## src/rtl/bsg_link_sdr_sync_rx.sv

```systemverilog
`default_nettype none
// ============================================================================
// Module   : bsg_link_sdr_sync_rx
// Purpose  : Single-clock SDR link receiver: input register, credit-sized
//            FIFO with valid/yumi drain, and decimated credit-token return.
// Revision : 1.0 - initial release
// ============================================================================
module bsg_link_sdr_sync_rx #(
    parameter int width_p                         = 16,
    parameter int lg_fifo_depth_p                 = 3,
    parameter int lg_credit_to_token_decimation_p = 1
) (
    input  logic               core_clk_i,
    input  logic               core_reset_n_i,
    input  logic               link_v_i,
    input  logic [width_p-1:0] link_data_i,
    output logic               link_token_o,
    output logic               core_v_o,
    output logic [width_p-1:0] core_data_o,
    input  logic               core_yumi_i,
    output logic               overflow_o
);

    localparam int c_depth = 1 << lg_fifo_depth_p;
    localparam logic [lg_fifo_depth_p:0] c_ptr_one = 1;

    typedef enum logic [0:0] {
        TOKEN_LOW  = 1'b0,
        TOKEN_HIGH = 1'b1
    } token_state_e;

    logic                      r_v;
    logic [width_p-1:0]        r_data;
    logic [width_p-1:0]        r_mem [c_depth];
    logic [lg_fifo_depth_p:0]  r_wptr;
    logic [lg_fifo_depth_p:0]  r_rptr;
    logic [lg_fifo_depth_p:0]  r_pending;
    logic                      r_overflow;
    token_state_e              r_state;
    token_state_e              w_state_next;

    logic                      w_full;
    logic                      w_empty;
    logic                      w_deq;
    logic                      w_enq;
    logic                      w_token_inc;
    logic                      w_token_dec;
    logic [lg_fifo_depth_p:0]  w_inc_ext;
    logic [lg_fifo_depth_p:0]  w_dec_ext;

    // Input stage: valid every cycle, data only when a word is present.
    always_ff @(posedge core_clk_i) begin
        if (!core_reset_n_i) begin
            r_v <= 1'b0;
        end else begin
            r_v <= link_v_i;
        end
    end

    always_ff @(posedge core_clk_i) begin
        if (link_v_i) begin
            r_data <= link_data_i;
        end
    end

    assign w_empty = (r_wptr == r_rptr);
    assign w_full  = (r_wptr[lg_fifo_depth_p] != r_rptr[lg_fifo_depth_p]) &&
                     (r_wptr[lg_fifo_depth_p-1:0] == r_rptr[lg_fifo_depth_p-1:0]);

    // A dequeue while full frees the slot the incoming word takes.
    assign w_deq = core_yumi_i & ~w_empty;
    assign w_enq = r_v & (~w_full | w_deq);

    always_ff @(posedge core_clk_i) begin
        if (w_enq) begin
            r_mem[r_wptr[lg_fifo_depth_p-1:0]] <= r_data;
        end
    end

    always_ff @(posedge core_clk_i) begin
        if (!core_reset_n_i) begin
            r_wptr     <= '0;
            r_rptr     <= '0;
            r_overflow <= 1'b0;
        end else begin
            if (w_enq) begin
                r_wptr <= r_wptr + c_ptr_one;
            end
            if (w_deq) begin
                r_rptr <= r_rptr + c_ptr_one;
            end
            if (r_v && w_full && !w_deq) begin
                r_overflow <= 1'b1;
            end
        end
    end

    assign core_v_o    = ~w_empty;
    assign core_data_o = r_mem[r_rptr[lg_fifo_depth_p-1:0]];
    assign overflow_o  = r_overflow;

    generate
        if (lg_credit_to_token_decimation_p == 0) begin : g_no_decim
            assign w_token_inc = w_deq;
        end else begin : g_decim
            localparam logic [lg_credit_to_token_decimation_p-1:0] c_credit_one = 1;
            logic [lg_credit_to_token_decimation_p-1:0] r_credit;

            always_ff @(posedge core_clk_i) begin
                if (!core_reset_n_i) begin
                    r_credit <= '0;
                end else if (w_deq) begin
                    r_credit <= r_credit + c_credit_one;
                end
            end

            assign w_token_inc = w_deq & (&r_credit);
        end
    endgenerate

    // A freshly completed group may launch a token immediately without
    // passing through the pending counter first.
    always_comb begin
        w_state_next = r_state;
        w_token_dec  = 1'b0;
        case (r_state)
            TOKEN_LOW: begin
                if ((r_pending != '0) || w_token_inc) begin
                    w_state_next = TOKEN_HIGH;
                    w_token_dec  = 1'b1;
                end
            end
            TOKEN_HIGH: begin
                w_state_next = TOKEN_LOW;
            end
            default: begin
                w_state_next = TOKEN_LOW;
            end
        endcase
    end

    assign w_inc_ext = {{lg_fifo_depth_p{1'b0}}, w_token_inc};
    assign w_dec_ext = {{lg_fifo_depth_p{1'b0}}, w_token_dec};

    always_ff @(posedge core_clk_i) begin
        if (!core_reset_n_i) begin
            r_state   <= TOKEN_LOW;
            r_pending <= '0;
        end else begin
            r_state   <= w_state_next;
            r_pending <= r_pending + w_inc_ext - w_dec_ext;
        end
    end

    assign link_token_o = (r_state == TOKEN_HIGH);

endmodule
`default_nettype wire

```

## config.mk

```make
export PLATFORM = sky130hd
export DESIGN_NAME = bsg_link_sdr_sync_rx
export DESIGN_NICKNAME = d
export VERILOG_FILES = /design/src/rtl/bsg_link_sdr_sync_rx.sv
export SDC_FILE = /design/constraint.sdc
export NUM_CORES = 1
export LEC_CHECK = 0
export ABC_AREA = 0
export BUFFER_PORTS_ARGS = -buffer_cell sky130_fd_sc_hd__buf_2
export CORE_MARGIN = 2
export CORE_UTILIZATION = 50
export DETAILED_ROUTE_END_ITERATION = 10
export GPL_TIMING_DRIVEN = 0
export PLACE_DENSITY = 0.68
export SLEW_MARGIN = 20
export SYNTH_ARGS = -nofsm -noshare
export SYNTH_HDL_FRONTEND = slang
export SYNTH_SLANG_ARGS = --single-unit
```

## constraint.sdc

```tcl
create_clock -name core_clk_i -period 3.5 [get_ports core_clk_i]
set_input_delay 0.7 -clock core_clk_i [delete_from_list [all_inputs] [get_ports core_clk_i]]
set_output_delay 0.7 -clock core_clk_i [all_outputs]
set_load 0.01 [all_outputs]
```

==> qor.csv <==
stage,metric,value,unit
timing,final setup fails,0,
placement,IO buf count,38,
synth,Mapped Cells,310,
global_route,global-route wire length before repair,17000,um
placement,Placer Congestion,0.729,
cts,CTS buffer count,17,
detailed_routing,post-detailed-route wirelength per cell,19.9,um
critical_path,"Req. time, crit path",2800,ps
placement,Post-DP HPWL,6350,um
critical_path,Worst Setup Path Type,flop to primary output,
cells_and_area,fillers,925,
critical_path,CP max stage delay,600,ps
timing,fmax,331,MHz
critical_path,R2R Setup Slk,910,ps
cts,clk root buf,clkbuf_16,
critical_path,critical path's top delay family,buffers and inverters,
cells_and_area,layout cells sized above 1,33.9,%
placement,Cells after DPL,517,
min_path,type of the tightest min-delay check,flop to flop,
timing,post-route minimum period,3020,ps
pwr,worst ir drop on vdd,0.419,mV
die,Initial Util,51.6,%
timing,PnR worst setup slack,476,ps
cts,CTS resizes,0,
min_path,hold depth,1,
critical_path,worst reg2reg path startpoint,r_wptr[0],
synth,most area-hungry cell type in the Yosys netlist,edfxtp_1,
synth,"flops & latches, synth",163,
global_route,gr usage total,18.1,%
pwr,pwr/cell area,633,mW/mm^2
timing,Slew HR,35.7,%
cts,maximum buffer depth of the clock tree,2,
synth,register area share after synthesis,75.2,%
pwr,leakage power,2.46,nW
cts,Clock Latency Late Sink,410,ps
critical_path,worst reg-to-reg path cell count,12,
cells_and_area,Final Non-Filler Cells,549,
cells_and_area,Final Cell Area,0.00727,mm^2
cts,"Reg clk slew, reported paths",60,ps
synth,Syn Nets,338,
timing,RSZ-0062 raised after global routing,false,
cts,# hold bufs at CTS,0,
global_route,initial antenna violation count,0,
critical_path,critical path cell sequence,buf_1 > clkbuf_1 > mux2_2 > buf_2,
detailed_routing,number of detailed-route iterations in the first pass,4,
die,number of top-level design ports,39,
synth,syn avg cell area,20.2,um^2
critical_path,critical path's slowest cell,clkbuf_1,
critical_path,Worst Setup End Kind,primary output,
cells_and_area,nets,396,
min_path,Hold Path Sink,link_token_o,
cts,TritonCTS clock tree,built,
detailed_routing,vias per cell,5.28,
global_route,largest net degree at the start of global routing,18,
synth,distinct cell type count after synthesis,35,
timing,fin crit share,86.4,%
cells_and_area,most frequent cells in the layout,"144 x edfxtp_1, 44 x buf_2, 32 x mux4_2",
cells_and_area,ant diodes,0,
cells_and_area,"most common cell after layout, fill and taps aside",edfxtp_1,
detailed_routing,WL final,10900,um
synth,Post-Synthesis Cell Area,0.00625,mm^2
timing,Slew @ Worst Pin,964,ps
critical_path,RR Endpoint,r_pending[2],
critical_path,Levels on crit path,4,
timing,Clock Skew,10.2,ps
global_route,total grt overflow,0,
cts,TritonCTS sink count,163,
critical_path,Critical path buffers and inverters,3,
critical_path,CP Max Fanout,10,
detailed_routing,Final ANT Viol Nets,0,
min_path,min-delay src,link_token_o,
detailed_routing,1st-iter DRT viols,215,
critical_path,Setup crit start kind,flop,
detailed_routing,DRC Markers,0,
synth,Synth Warn #,0,
die,total die area,0.0134,mm^2
global_route,vias in the first global route,2937,
die,std cell rows,40,
critical_path,WP data arrival,2320,ps
timing,Final Hold Viols,0,
run,Max-cap violations,0,
die,Die W,116,um
timing,Setup TNS,0,ps
die,core area,0.0121,mm^2
placement,Placed Area,0.00668,mm^2
cts,"Setup Fix Bufs, Post-CTS",0,
cells_and_area,Area Overhead vs Synth,16.3,%
cts,H-tree depth,4,
synth,Area contributors post-synth,"edfxtp_1 69%, mux4_2 12%, dfxtp_1 6.1%",
placement,pre-CTS setup slack,759,ps
timing,Final Max Tran Viols,0,
detailed_routing,Via Count,2900,
die,DIE HEIGHT,116,um
status,run status,finished clean,
synth,Synth top area share,69.2,%
-- registers in the layout, summed over array words and instances (netlist names), named ones only --
| signal | count |
|---|---|
| g_decim.r_credit | 1 |
| link_token_o | 1 |
| overflow_o | 1 |
| r_data | 16 |
| r_mem | 128 |
| r_pending | 4 |
| r_rptr | 4 |
| r_v | 1 |
| r_wptr | 4 |
-- through the flow --
stage | util (%) | hold slack, ps | power [mW]
after floorplan | - | 467 | 2.72
after global routing | 60.0 | 441 | 4.81
after global placement | 54.9 | 432 | 2.86
final | 60.0 | 448 | 4.60
after detailed placement | 55.1 | 437 | 2.88
after CTS | 60.0 | 443 | 4.65
-- layout make-up --
type / count / area [um^2] / share of cell area, %
flip-flops and latches: 163 / 4700 / 64.7
multi-input cells: 123 / 1450 / 20.0
repair buffers: 39 / 205 / 2.82
well taps: 168 / 210 / 2.89
clock buffers: 26 / 553 / 7.61
plain buffers: 14 / 67.6 / 0.929
inverters: 10 / 37.5 / 0.516
clock inverters: 6 / 37.5 / 0.516
-- per-layer routing --
layer  up-vias  wire length [um]  global-route usage (%)
met1      1481              4880                    25.3
met5         -                 0                       0
met2        59              5550                    28.1
li1       1356                 -                       -
met3         4               428                    4.92
met4         0                44                    5.95
-- cell usage after synthesis --
library cell,n
edfxtp_1,144
mux4_2,32
dfxtp_1,19
mux2_2,16
nor2_1,12
inv_1,10
nand2_1,10
ha_1,7
xnor2_1,7
buf_2,6
clkbuf_1,6
a21oi_1,5
and4b_1,3
mux2i_1,3
nand4_1,3
a31oi_1,2
and2_1,2
and3_1,2
and4_1,2
nand2b_1,2
nand3_1,2
or3_1,2
a211oi_1,1
a21boi_4,1
a21o_1,1
a31o_2,1
a41oi_2,1
and3_2,1
and4b_2,1
buf_1,1
buf_6,1
fa_1,1
nor3_1,1
o21ai_0,1
xor2_1,1
-- where the power goes --
group | switching, mW | internal (mW)
logic | 0.278 | 0.293
registers | 0.0557 | 2.20
clock network | 0.686 | 1.09
-- worst max path at each step --
stage / startpoint / end / slack (ps)
after floorplan: core_yumi_i / r_pending[2] / 1100
after global placement: core_yumi_i / r_mem[7][8] / 380
after detailed placement: core_yumi_i / r_pending[3] / 760
after CTS: flop / core_data_o[9] / 380
after global routing: flop / core_data_o[9] / 340
final: flop / core_data_o[9] / 480
-- logic make-up (layout without fill, tap and decap cells) --
family | count (synthesis) | after routing | share of synthesized area, %
flip-flops | 163 | 163 | 75.2
multiplexers | 51 | 51 | 14.9
AND/OR/NAND/NOR | 43 | 43 | 3.72
buffers and inverters | 24 | 95 | 1.68
AO/OA/AOI/OAI | 13 | 13 | 1.62
adder cells (fa/ha/maj) | 8 | 8 | 1.72
XOR/XNOR | 8 | 8 | 1.12
Note: power is estimated with default switching activity, not from simulation.
